File: config.mk
export PLATFORM = sky130hd
export DESIGN_NAME = fetch_sequencer
export DESIGN_NICKNAME = d
export VERILOG_FILES = /design/src/rtl/proc_pkg.sv /design/src/rtl/instr_decoder.sv /design/src/rtl/fetch_sequencer.sv
export SDC_FILE = /design/constraint.sdc
export NUM_CORES = 1
export LEC_CHECK = 0
export CAP_MARGIN = 20
export CORE_AREA = 2 2 59 61
export CTS_CLUSTER_DIAMETER = 50
export DETAILED_ROUTE_END_ITERATION = 8
export DIE_AREA = 0 0 61 63
export PLACE_DENSITY = 0.86
export SYNTH_ARGS = -nofsm -noshare
export SYNTH_HDL_FRONTEND = slang
export SYNTH_SLANG_ARGS = --single-unit
File: constraint.sdc
create_clock -name Clk -period 3 [get_ports Clk]
set_input_delay 0.6 -clock Clk [delete_from_list [all_inputs] [get_ports Clk]]
set_output_delay 0.6 -clock Clk [all_outputs]
set_load 0.02 [all_outputs]
File: src/rtl/proc_pkg.sv
// Shared definitions for the 8-bit processor control path.
// Contents: default datapath width, opcode constants, fetch-sequencer state encoding.
// Build option: STEP_MODE_EN adds the single-step wait state (S_STEP).
package proc_pkg;

  localparam int unsigned DATA_W_DEF = 8;
  localparam int unsigned CNT_W      = 8;

  // Opcode field IR[7:6]
  localparam logic [1:0] OP_MOV  = 2'b00;
  localparam logic [1:0] OP_ADD  = 2'b01;
  localparam logic [1:0] OP_JMP  = 2'b10;
  localparam logic [1:0] OP_HALT = 2'b11;

  typedef enum logic [2:0] {
    S_IDLE   = 3'd0,
    S_FETCH  = 3'd1,
    S_DECODE = 3'd2,
    S_EXEC   = 3'd3,
    S_HALT   = 3'd4,
`ifdef STEP_MODE_EN
    S_ERROR  = 3'd5,
    S_STEP   = 3'd6
`else
    S_ERROR  = 3'd5
`endif
  } state_t;

endpackage

File: src/rtl/instr_decoder.sv
// Combinational instruction decoder.
// Ports:
//   i_ir          in   DATA_W  instruction register contents
//   o_is_jmp      out  1       JMP opcode
//   o_is_halt     out  1       HALT opcode
//   o_writes_reg  out  1       MOV or ADD (register-file write)
//   o_alu_op      out  1       0 = MOV, 1 = ADD
//   o_imm         out  DATA_W  IR[5:0] sign-extended
module instr_decoder
  import proc_pkg::*;
#(
  parameter int unsigned DATA_W = DATA_W_DEF
) (
  input  logic [DATA_W-1:0] i_ir,
  output logic              o_is_jmp,
  output logic              o_is_halt,
  output logic              o_writes_reg,
  output logic              o_alu_op,
  output logic [DATA_W-1:0] o_imm
);

  logic [1:0] w_op;

  assign w_op         = i_ir[7:6];
  assign o_is_jmp     = (w_op == OP_JMP);
  assign o_is_halt    = (w_op == OP_HALT);
  assign o_writes_reg = (w_op == OP_MOV) || (w_op == OP_ADD);
  assign o_alu_op     = (w_op == OP_ADD);
  assign o_imm        = {{(DATA_W-6){i_ir[5]}}, i_ir[5:0]};

endmodule

File: src/rtl/fetch_sequencer.sv
// Multi-cycle fetch/decode/execute control FSM for the 8-bit processor.
// Owns the instruction register, the fetch timeout counter and the retired count.
// Ports:
//   Clk, Reset_n   clock, asynchronous active-low reset
//   Start          leave IDLE (ignored elsewhere)
//   Step           (STEP_MODE_EN only) release the post-EXEC wait
//   Imem_Req/Ack/Data  instruction memory handshake
//   Instr, Imm_Data, AluOp   IR and its decoded fields
//   PC_En, PCSrc, RegWrite   one-cycle strobes in EXEC
//   Instr_Count    retired MOV/ADD/JMP count (wraps)
//   Halted, Error  sticky terminal flags
// Build option: define STEP_MODE_EN for single-step operation.
module fetch_sequencer
  import proc_pkg::*;
#(
  parameter int unsigned DATA_W  = DATA_W_DEF,
  parameter int unsigned TIMEOUT = 15
) (
  input  logic              Clk,
  input  logic              Reset_n,
  input  logic              Start,
`ifdef STEP_MODE_EN
  input  logic              Step,
`endif
  output logic              Imem_Req,
  input  logic              Imem_Ack,
  input  logic [DATA_W-1:0] Imem_Data,
  output logic [DATA_W-1:0] Instr,
  output logic              PC_En,
  output logic              PCSrc,
  output logic [DATA_W-1:0] Imm_Data,
  output logic              RegWrite,
  output logic              AluOp,
  output logic [CNT_W-1:0]  Instr_Count,
  output logic              Halted,
  output logic              Error
);

  state_t              r_state;
  logic [DATA_W-1:0]   r_ir;
  logic [CNT_W-1:0]    r_tmo;
  logic [CNT_W-1:0]    r_instr_count;
  logic                r_imem_req;
  logic                r_pc_en;
  logic                r_pc_src;
  logic                r_reg_write;
  logic                r_halted;
  logic                r_error;

  logic                w_is_jmp;
  logic                w_is_halt;
  logic                w_writes_reg;
  logic                w_alu_op;
  logic [DATA_W-1:0]   w_imm;

  instr_decoder #(.DATA_W(DATA_W)) u_dec (
    .i_ir         (r_ir),
    .o_is_jmp     (w_is_jmp),
    .o_is_halt    (w_is_halt),
    .o_writes_reg (w_writes_reg),
    .o_alu_op     (w_alu_op),
    .o_imm        (w_imm)
  );

  // Outputs are registered alongside the state so they line up with the state they belong to.
  always_ff @(posedge Clk or negedge Reset_n) begin
    if (!Reset_n) begin
      r_state       <= S_IDLE;
      r_ir          <= '0;
      r_tmo         <= '0;
      r_instr_count <= '0;
      r_imem_req    <= 1'b0;
      r_pc_en       <= 1'b0;
      r_pc_src      <= 1'b0;
      r_reg_write   <= 1'b0;
      r_halted      <= 1'b0;
      r_error       <= 1'b0;
    end else begin
      r_pc_en     <= 1'b0;
      r_pc_src    <= 1'b0;
      r_reg_write <= 1'b0;
      case (r_state)
        S_IDLE: begin
          if (Start) begin
            r_state    <= S_FETCH;
            r_imem_req <= 1'b1;
          end
        end
        S_FETCH: begin
          // An ack arriving with r_tmo == TIMEOUT (after TIMEOUT wait cycles) is still taken.
          if (Imem_Ack) begin
            r_ir       <= Imem_Data;
            r_tmo      <= '0;
            r_imem_req <= 1'b0;
            r_state    <= S_DECODE;
          end else if (r_tmo == CNT_W'(TIMEOUT)) begin
            r_tmo      <= '0;
            r_imem_req <= 1'b0;
            r_error    <= 1'b1;
            r_state    <= S_ERROR;
          end else begin
            r_tmo <= r_tmo + CNT_W'(1);
          end
        end
        S_DECODE: begin
          // Strobes are loaded here so they are visible exactly while state == EXEC.
          r_state <= S_EXEC;
          if (!w_is_halt) begin
            r_pc_en       <= 1'b1;
            r_pc_src      <= w_is_jmp;
            r_reg_write   <= w_writes_reg;
            r_instr_count <= r_instr_count + CNT_W'(1);
          end
        end
        S_EXEC: begin
          if (w_is_halt) begin
            r_halted <= 1'b1;
            r_state  <= S_HALT;
          end else begin
`ifdef STEP_MODE_EN
            r_state    <= S_STEP;
`else
            r_state    <= S_FETCH;
            r_imem_req <= 1'b1;
`endif
          end
        end
`ifdef STEP_MODE_EN
        S_STEP: begin
          if (Step) begin
            r_state    <= S_FETCH;
            r_imem_req <= 1'b1;
          end
        end
`endif
        S_HALT, S_ERROR: begin
          r_state <= r_state;
        end
        default: begin
          r_state    <= S_IDLE;
          r_imem_req <= 1'b0;
        end
      endcase
    end
  end

  assign Imem_Req    = r_imem_req;
  assign Instr       = r_ir;
  assign PC_En       = r_pc_en;
  assign PCSrc       = r_pc_src;
  assign RegWrite    = r_reg_write;
  assign Instr_Count = r_instr_count;
  assign Halted      = r_halted;
  assign Error       = r_error;
  // Decoded fields settle from the IR register during DECODE.
  assign Imm_Data    = w_imm;
  assign AluOp       = w_alu_op;

endmodule
== Yosys cells after proc, flatten, opt, wreduce, memory -nomap -nowiden ==
Index checks and enable logic that the tools add are counted.
Storage, ports and cells
  register bits after elaboration: 33
  latch bits: 0
  RAM bits: 0
  bits in read-only memories: 0
  bits of input ports: 12
  output and inout bits: 31
  word-level logic and storage cells: 57
  memories: 0
Cells by class
  add/subtract/negate cells: 2
  $mul: 0
  divide/modulo/power cells: 0
  order comparisons: 0
  eq/ne operators: 12
  shift operators: 0
  muxes and demuxes: 18
  bitwise gates (word level): 4
  reduce and logical (&&, ||, !) cells: 11
Operator list (number)
  8-bit by 1-bit adder with 8-bit output (second input constant): 2
  8-bit 2-to-1 mux: 2
  3-bit case mux with 5 select lines: 1
  3-bit 2-to-1 mux: 4
  1-bit 2-to-1 mux: 10
  8-bit by 4-bit == test with 1-bit output (second input constant): 1
  3-bit by 2-bit == test with 1-bit output (second input constant): 2
  3-bit == test (second input constant): 2
  2-bit AND reduction: 3
  3-bit AND reduction: 2
  2-bit == test (second input constant): 2
  2-bit != test (second input constant): 2
  1-bit inverter: 4
  1-bit case mux with 4 select lines: 1
  4-bit AND reduction: 1
  3-bit by 1-bit == test with 1-bit output (second input constant): 1
  3-bit zero test: 1
  3-bit != test (second input constant): 1
  3-bit OR reduction: 1
  2-bit by 1-bit == test with 1-bit output (second input constant): 1
  2-bit zero test: 1
  2-bit OR reduction: 1
  1-bit logical OR: 1

== Longest topological paths before layout ==
Gate-level depths: netlist (run 1).
  depth after elaboration: 4
  mapped depth: 5

== Hierarchy ==
Synthesis (run 1) repeated with hierarchy kept, for this count alone.
Unflattened totals
  cells, all modules: 138
  area, all modules: 1561.5 µm²
By module, submodules not included
  fetch_sequencer: times used 1, cells an instance 126, area an instance 1475.2 µm², seq. area each 825.8 µm²
  instr_decoder: times used 1, cells an instance 12, area an instance 86.3 µm², seq. area each 0.0 µm²

== Worst setup path after synthesis (run 1) ==
Ideal clock, no wire load.
  path type: register to register
  start point: register r_state[1]
  end point: register r_imem_req, in the netlist Imem_Req
  library setup time: 0.125 ns
  data arrival time: 1.553 ns
  required time: 2.875 ns
  path slack: 1.322 ns
  stages on the path, launching flop included: 6
  clock period less this slack: 1.678 ns
  path through: dfrtp_1 -> or3b_1 -> buf_4 -> a211oi_4 -> a31oi_2 -> mux2_4
On the way
  cells in the longest elaborated chain, start to end: 4
  elaborated cells between the ends (all ways): 13
  those cells by class: eq/ne (8); mux (1); bitwise (1); reduce/logical (3)
RTL lines
  start: declaration: line fetch_sequencer.sv:39  | state_t r_state;
  start signal: assignment: line fetch_sequencer.sv:137  | r_state <= r_state;
  3-bit by 2-bit == test with 1-bit output / 3-bit == test (equally long branches): line fetch_sequencer.sv:82  | case (r_state)
  3-bit OR reduction (no source line)
  1-bit inverter (no source line)
  4-bit AND reduction (no source line)
  end signal: assignment: line fetch_sequencer.sv:86  | r_imem_req <= 1'b1;
  end signal: assignment: line fetch_sequencer.sv:94  | r_imem_req <= 1'b0;
  end signal: assignment: line fetch_sequencer.sv:98  | r_imem_req <= 1'b0;
  end: declaration: line fetch_sequencer.sv:43  | logic r_imem_req;
Several ways; a longest one is shown, not always the timed one.
A chain may end at the register's enable or synchronous reset.

== Worst setup path in the final report (run 1) ==
  start point: register r_ir[7], in the netlist Instr[7]
  end point: output port AluOp
On the way
  cells in the longest elaborated chain, start to end: 1
RTL lines
  start: declaration: line fetch_sequencer.sv:40  | logic [DATA_W-1:0] r_ir;
  start signal: assignment: line fetch_sequencer.sv:92  | r_ir <= Imem_Data;
  2-bit by 1-bit == test with 1-bit output: line instr_decoder.sv:28  | assign o_alu_op = (w_op == OP_ADD);
  end: declaration: line fetch_sequencer.sv:33  | output logic AluOp,
No other way between the ends.

==> summary.md, run 1 <==
| Metric | Value |
|---|---|
| Met2 usage | 28.90% |
| Initial DRC count | 55 |
| Post-Synthesis Cells | 135 |
| Die H | 63 µm |
| Num CTS Buffers | 5 |
| Worst-case clock buffer depth | 2 |
| Slowest cell on crit path | clkdlybuf4s50_1 |
| Cts hold-fix bufs | 0 |
| Area contributors post-synth | dfrtp_1 53%, mux2_1 7.2%, buf_4 4.3%, xnor2_1 3.9%, nand2_1 2.4% |
| Switching share of power | 21.78% |
| Worst Path Buf+Inv | 1 |
| Post-DP HPWL | 2342 µm |
| Crit path DAT | 1540 ps |
| Netlist Area Pre-Place | 0.001570 mm² |
| CP endpoint kind | output port |
| Status | finished, violations left |
| IO Count | 43 |
| Pre-CTS setup slack | 855.8 ps |
| DR vias | 1208 |
| Ant diodes | 0 |
| DR pass1 iterations | 6 |
| Asr flop ratio synth | 100.0% |
| Final Non-Filler Cells | 220 |
| Final hold vios | 0 |
| Drt total wl | 3388 µm |
| Setup TNS | 0 ps |
| Gr usage total | 18.81% |
| WP data required | 2400 ps |
| Sequential share of the synthesized area | 52.59% |
| Clk slew on worst S/H paths | 90 ps |
| DR vias/cell | 5.491 |
| GRT busiest layer | met2 |
| Final WS setup | 862.5 ps |
| Die X-Extent | 61 µm |
| Fin crit share | 71.25% |
| GR Layer Usage met1 | 23.24% |
| Post-synth net total | 149 |
| Most common flop cell mapped by yosys | dfrtp_1 |
| Yosys warning total | 0 |
| GRT overflow | 0 |
| Cell taking the most area after synthesis | dfrtp_1 |
| DRC viols | 1 |
| Pwr Density | 426.9 mW/mm² |
| Nets | 187 |
| Synth top area share | 52.59% |
| Combinational share of power | 8.6% |
| Initial Util | 48.59% |
| Average wire per standard cell | 15.40 µm |
| CP cell instances | nor2b_1, clkdlybuf4s50_1 |
| Sequential Power Share | 51.9% |
| Clock power frac | 39.5% |
| Most common cell in the netlist | dfrtp_1 |
| Static Leak | 0.8908 nW |
| Resized Gates After CTS | 0 |
| Slew headroom | 63.91% |
| FP Rows | 21 |
| Avg Inst Size Synth | 11.63 µm² |
| VDD IR max | 0.0002169 V |
| Worst Setup Start Kind | flop |
| Pint | 0.6886 mW |
| M3 GR Usage | 6.004% |
| RSZ-0062 raised after global routing | no |
| CTS sink count | 33 |
| Worst Skew | 8.394 ps |
| Vias in the first global route | 1220 |
| Maximum fanout along the worst path | 6 |
| Max-Cap Viols | 0 |
| Top cells by count, synth | 33 x dfrtp_1, 10 x mux2_1, 10 x nand2_1 |
| Placed cell count | 212 |
| Placer Congestion | 0.7813 |
| Net switching power | 0.1917 mW |
| First-pass GRT wire length | 5326 µm |
| Fmax | 467.8 MHz |
| Post-DRT Antenna Nets | 0 |
| Number of setup violations in the final report | 0 |
| Largest stage delay, worst path | 620 ps |
| Minimum clock period | 2137 ps |
| Clk_lat worst skew | 330 ps |
| Flops & latches, synth | 33 |
| Antenna violations before repair | 0 |
| Slew Limit Fails | 0 |
| Worst Hold Class | reg -> reg |
| Number of synthesized flops with an enable pin | 0 |
| Postcts setup bufs | 0 |
| I/O Buffers | 42 |
| Setup CP Type | reg -> out |
| Violated checks | design-rule violations |
| CTS tree | done |
| Die area | 0.003843 mm² |
| Area Growth Syn to Fin | 31.31% |
| Worst slew pin tran | 540.2 ps |
| Root Buffer | clkbuf_4 |
| Largest net degree at the start of global routing | 34 |
| Synth cell types | 42 |
| Top cell family by delay on the critical path | buffers and inverters |
| Share of post-route cells with drive strength above 1 | 9.195% |
| H-tree levels | 2 |
| Core area | 0.003232 mm² |
==> metrics by stage <==
| stage | utilization (%) | power (mW) | hold WS, ps | instance area [µm²] |
|---|---|---|---|---|
| 4_1_cts | 63.80 | 0.8897 | 484.4 | 2062 |
| 3_3_place_gp | 61.17 | 0.5399 | 445.4 | 1977 |
| 2_1_floorplan | - | 0.4978 | 304.4 | 1570 |
| 3_5_place_dp | 61.17 | 0.5421 | 457.7 | 1977 |
| 5_1_grt | 63.80 | 0.9160 | 503.3 | 2062 |
| 6_report | 63.80 | 0.8803 | 477.2 | 2062 |
==> flip-flops by register name, indices dropped and copies added (netlist names) <==
| name | count |
|---|---|
| PCSrc | 1 |
| Imem_Req | 1 |
| RegWrite | 1 |
| PC_En | 1 |
| r_state | 3 |
| Halted | 1 |
| Instr_Count | 8 |
| r_tmo | 8 |
| Instr | 8 |
| Error | 1 |
==> placed cells by master (no fill, tap or decap), types with 2 or more instances in the layout <==
cell type | netlist | final
clkdlybuf4s50_1 | 0 | 42
dfrtp_1 | 33 | 33
nand2_1 | 10 | 10
mux2_1 | 10 | 10
xnor2_1 | 7 | 7
nand3_1 | 5 | 5
nor2_1 | 5 | 5
clkbuf_4 | 0 | 5
nand4_1 | 4 | 4
o21ai_0 | 4 | 4
nor2b_1 | 3 | 3
nor3_1 | 3 | 3
and3_1 | 3 | 3
a21oi_1 | 3 | 3
o21ai_1 | 3 | 3
nand2b_1 | 2 | 2
a31oi_1 | 2 | 2
ha_1 | 2 | 2
==> worst paths after layout <==
kind                       depth (start not counted)        from  slack (ps)  endpoint
setup / recovery                                   2    Instr[7]         860     AluOp
hold / removal                                     1      Halted         480    Halted
setup reg to reg                                   4  r_state[0]         890  Imem_Req
hold reg to reg                                    1      Halted         480    Halted
max in group asynchronous                          2     Reset_n        2030  RegWrite
min in group asynchronous                          2     Reset_n         660  r_tmo[2]
==> layout make-up <==
| cell class | instances | area, µm² |
|---|---|---|
| clock inverters | 1 | 30.03 |
| repair buffers | 43 | 427.9 |
| clock buffers | 7 | 55.05 |
| inverters | 2 | 7.507 |
| multi-input cells | 88 | 658.1 |
| fillers | 273 | 1170 |
| flip-flops and latches | 33 | 825.8 |
| well taps | 46 | 57.56 |
==> power groups by stage <==
| stage | Clock (mW) | Combinational (mW) | Sequential (mW) |
|---|---|---|---|
| floorplan | 0 | 0.0265 | 0.471 |
| global placement | 0 | 0.0750 | 0.465 |
| detailed placement | 0 | 0.0766 | 0.466 |
| CTS | 0.356 | 0.0772 | 0.457 |
| global route | 0.376 | 0.0819 | 0.458 |
| finish | 0.348 | 0.0760 | 0.457 |
==> cells by family after synthesis <==
kind of cell             after synthesis  synth area share, %
AO/OA/AOI/OAI                         22                10.44
XOR/XNOR                               8                4.462
adder cells (fa/ha/maj)                2                1.593
buffers and inverters                 14                5.497
flip-flops                            33                52.59
multiplexers                          12                8.844
AND/OR/NAND/NOR                       44                16.57
==> metal layers <==
layer	vias up	share of wire, %
met5	-	0
met4	0	2.2
met3	6	7.3
met2	52	50
met1	595	41
li1	555	-
Power figures use the tool's default switching activity.
==> run 2, diff against run 1 <==
--- a/config.mk
+++ b/config.mk
@@ -6,11 +6,11 @@
 export NUM_CORES = 1
 export LEC_CHECK = 0
 export CAP_MARGIN = 20
-export CORE_AREA = 2 2 59 61
+export CORE_AREA = 2 2 64 66
 export CTS_CLUSTER_DIAMETER = 50
 export DETAILED_ROUTE_END_ITERATION = 8
-export DIE_AREA = 0 0 61 63
-export PLACE_DENSITY = 0.86
+export DIE_AREA = 0 0 66 68
+export PLACE_DENSITY = 0.78
 export SYNTH_ARGS = -nofsm -noshare
 export SYNTH_HDL_FRONTEND = slang
 export SYNTH_SLANG_ARGS = --single-unit
==> constraint.sdc (replaced) <==
create_clock -name Clk -period 1.8 [get_ports Clk]
set_input_delay 0.36 -clock Clk [delete_from_list [all_inputs] [get_ports Clk]]
set_output_delay 0.36 -clock Clk [all_outputs]
set_load 0.02 [all_outputs]
==> run 2 against run 1 <==
Net effect:
- the run now ends clean
- highest routed layer unchanged
- combinational power up 75%
- critical path depth fell by 1
- final area up 5.9%
- sequential share of layout area decreased by 2.2 points
- routed wire length increased by 4.0%
- final cell count increased by 7.7%
- count of clock-buffer cells in the layout unchanged
==> summary.md, run 2 (synthesized netlist as in run 1, its figures left out) <==
| Metric | Value |
|---|---|
| Status | finished, final reports clean |
| Worst Hold Class | reg -> reg |
| Fin crit share | 97.49% |
| First-pass GRT wire length | 5727 µm (+7.5%) |
| I/O Buffers | 42 (unchanged) |
| Gr usage total | 17.27% (-1.5 points) |
| CP endpoint kind | output port |
| Cts hold-fix bufs | 0 (unchanged) |
| Initial Util | 40.72% (-7.9 points) |
| Setup CP Type | reg -> out |
| Vias in the first global route | 1245 (+2.0%) |
| Worst-case clock buffer depth | 2 (unchanged) |
| Commonest non-fill, non-tap cell in the layout | clkdlybuf4s50_1 |
| Clk slew on worst S/H paths | 60 ps (-30 ps) |
| Initial DRC count | 94 (+71%) |
| Root Buffer | clkbuf_8 |
| Final WS setup | 45.23 ps (-817.3 ps) |
| Average wire per standard cell | 14.86 µm (-3.5%) |
| GRT overflow | 0 (unchanged) |
| Combinational share of power | 9.2% (+0.6 points) |
| Nets | 201 (+7.5%) |
| Die H | 68 µm (+7.9%) |
| DR pass1 iterations | 4 (-2) |
| Die X-Extent | 66 µm (+8.2%) |
| Largest net degree at the start of global routing | 34 (unchanged) |
| Placed cell area | 0.002072 mm² (+4.8%) |
| Multi-input gate area | 665.6 µm² (+1.1%) |
| Post-DP HPWL | 2425 µm (+3.5%) |
| Drt total wl | 3522 µm (+4.0%) |
| VDD IR max | 0.0004099 V (+89%) |
| DR vias | 1247 (+3.2%) |
| Number of setup violations in the final report | 0 (unchanged) |
| Top cell family by delay on the critical path | buffers and inverters |
| Placer Congestion | 0.7636 (-2.3%) |
| WP data required | 1440 ps (-960 ps) |
| Fmax | 569.9 MHz |
| Pint | 1.125 mW (+63%) |
| Ant diodes | 0 (unchanged) |
| Pwr Density | 664.8 mW/mm² (+56%) |
| Slew Limit Fails | 0 (unchanged) |
| H-tree levels | 2 (unchanged) |
| Max-Cap Viols | 0 (unchanged) |
| Worst Path Buf+Inv | 1 (unchanged) |
| Post-DRT Antenna Nets | 0 (unchanged) |
| Final Non-Filler Cells | 237 (+7.7%) |
| Fill cell count | 345 (+26%) |
| Antenna violations before repair | 0 (unchanged) |
| Slew headroom | 70.29% (+6.4 points) |
| Worst Setup Start Kind | flop |
| Worst Skew | 3.665 ps (-4.729 ps) |
| Pre-CTS setup slack | -12.30 ps (-868.1 ps) |
| Crit path DAT | 1390 ps (-150 ps) |
| Static Leak | 0.9579 nW (+7.5%) |
| Largest stage delay, worst path | 650 ps (+30 ps) |
| DRC viols | 0 (-1) |
| CTS sink count | 33 (unchanged) |
| FF+latch area | 825.8 µm² (unchanged) |
| Minimum clock period | 1755 ps |
| Share of post-route cells with drive strength above 1 | 16.58% (+7.4 points) |
| CTS tree | done |
| Clk_lat worst skew | 280 ps (-50 ps) |
| Die area | 0.004488 mm² (+17%) |
| Net switching power | 0.3269 mW (+71%) |
| Maximum fanout along the worst path | 6 (unchanged) |
| FP Rows | 23 (+9.5%) |
| Design Area, Final | 0.002183 mm² (+5.9%) |
| Slowest cell on crit path | clkdlybuf4s50_1 |
| Worst slew pin tran | 442.0 ps (-98.18 ps) |
| Placed cell count | 228 (+7.5%) |
| IO Count | 43 (unchanged) |
| Final hold vios | 0 (unchanged) |
| Clock power frac | 38.4% (-1.1 points) |
| Num CTS Buffers | 5 (unchanged) |
| Core area | 0.003856 mm² (+19%) |
| DR vias/cell | 5.262 (-4.2%) |
| Switching share of power | 22.52% (+0.74 points) |
| CP cell instances | clkdlybuf4s50_1 |
| Area Growth Syn to Fin | 39.04% |
| Sequential Power Share | 52.4% (+0.5 points) |
| Commonest cells after routing, fill and taps aside | 41 x clkdlybuf4s50_1, 33 x dfrtp_1, 14 x buf_4 |
[run 2: path summary, 6_finish.rpt]
path                       slack, ps  cells past startpoint             end            from
hold reg to reg                  460                      1          Halted          Halted
setup / recovery                  50                      1  Instr_Count[0]  Instr_Count[0]
min in group asynchronous        480                      2        Instr[2]         Reset_n
setup reg to reg                  50                      4        Imem_Req      r_state[2]
hold / removal                   460                      1          Halted          Halted
max in group asynchronous       1020                      2        RegWrite         Reset_n
[run 2: power groups by stage]
stage / clock network [mW] / registers [mW] / logic [mW]
floorplan: 0 / 0.785 / 0.0442
detailed placement: 0 / 0.775 / 0.133
CTS: 0.573 / 0.762 / 0.133
global placement: 0 / 0.774 / 0.131
global route: 0.604 / 0.762 / 0.144
finish: 0.557 / 0.761 / 0.133
[run 2: through the flow]
| step | TNS, ps | util [%] | hold WS, ps | power [mW] |
|---|---|---|---|---|
| 3_5_place_dp | -29.41 | 53.73 | 446.5 | 0.9084 |
| 4_1_cts | 0 | 55.94 | 466.0 | 1.468 |
| 5_1_grt | -15.44 | 56.62 | 492.3 | 1.510 |
| 3_3_place_gp | 0 | 53.73 | 448.2 | 0.9052 |
| 2_1_floorplan | 0 | - | 64.41 | 0.8296 |
| 6_report | 0 | 56.62 | 459.0 | 1.452 |
[run 2: final cells by class]
type / instances / area share [%]
multi-input cells: 88 / 30.49
inverters: 2 / 0.3438
flip-flops and latches: 33 / 37.82
well taps: 50 / 2.865
repair buffers: 57 / 24.53
clock buffers: 7 / 3.954
[run 2: layer usage]
layer  share of wire [%]  vias to the layer above  global-route usage (%)
li1                    -                      582                       -
met1                  39                      599                   19.75
met2                  51                       55                   30.05
met3                 7.0                       11                   4.276
met4                 2.5                        0                   9.184
met5                   0                        -                       0
[run 2: repair_timing]
item | CTS | global route
hold endpoints to repair | 0 | 0
pin swaps | 0 | 2
setup buffers | 0 | 2
gates cloned | 0 | 0
endpoints found under the setup margin | 1 | 3
resized for setup | 1 | 4
==> run 3, diff against run 2 <==
--- a/config.mk
+++ b/config.mk
@@ -11,6 +11,7 @@
 export DETAILED_ROUTE_END_ITERATION = 8
 export DIE_AREA = 0 0 66 68
 export PLACE_DENSITY = 0.78
+export SLEW_MARGIN = 40
 export SYNTH_ARGS = -nofsm -noshare
 export SYNTH_HDL_FRONTEND = slang
 export SYNTH_SLANG_ARGS = --single-unit
==> results of run 3 <==
Same layout as run 2: the final DEF is identical, and so are final timing and power.
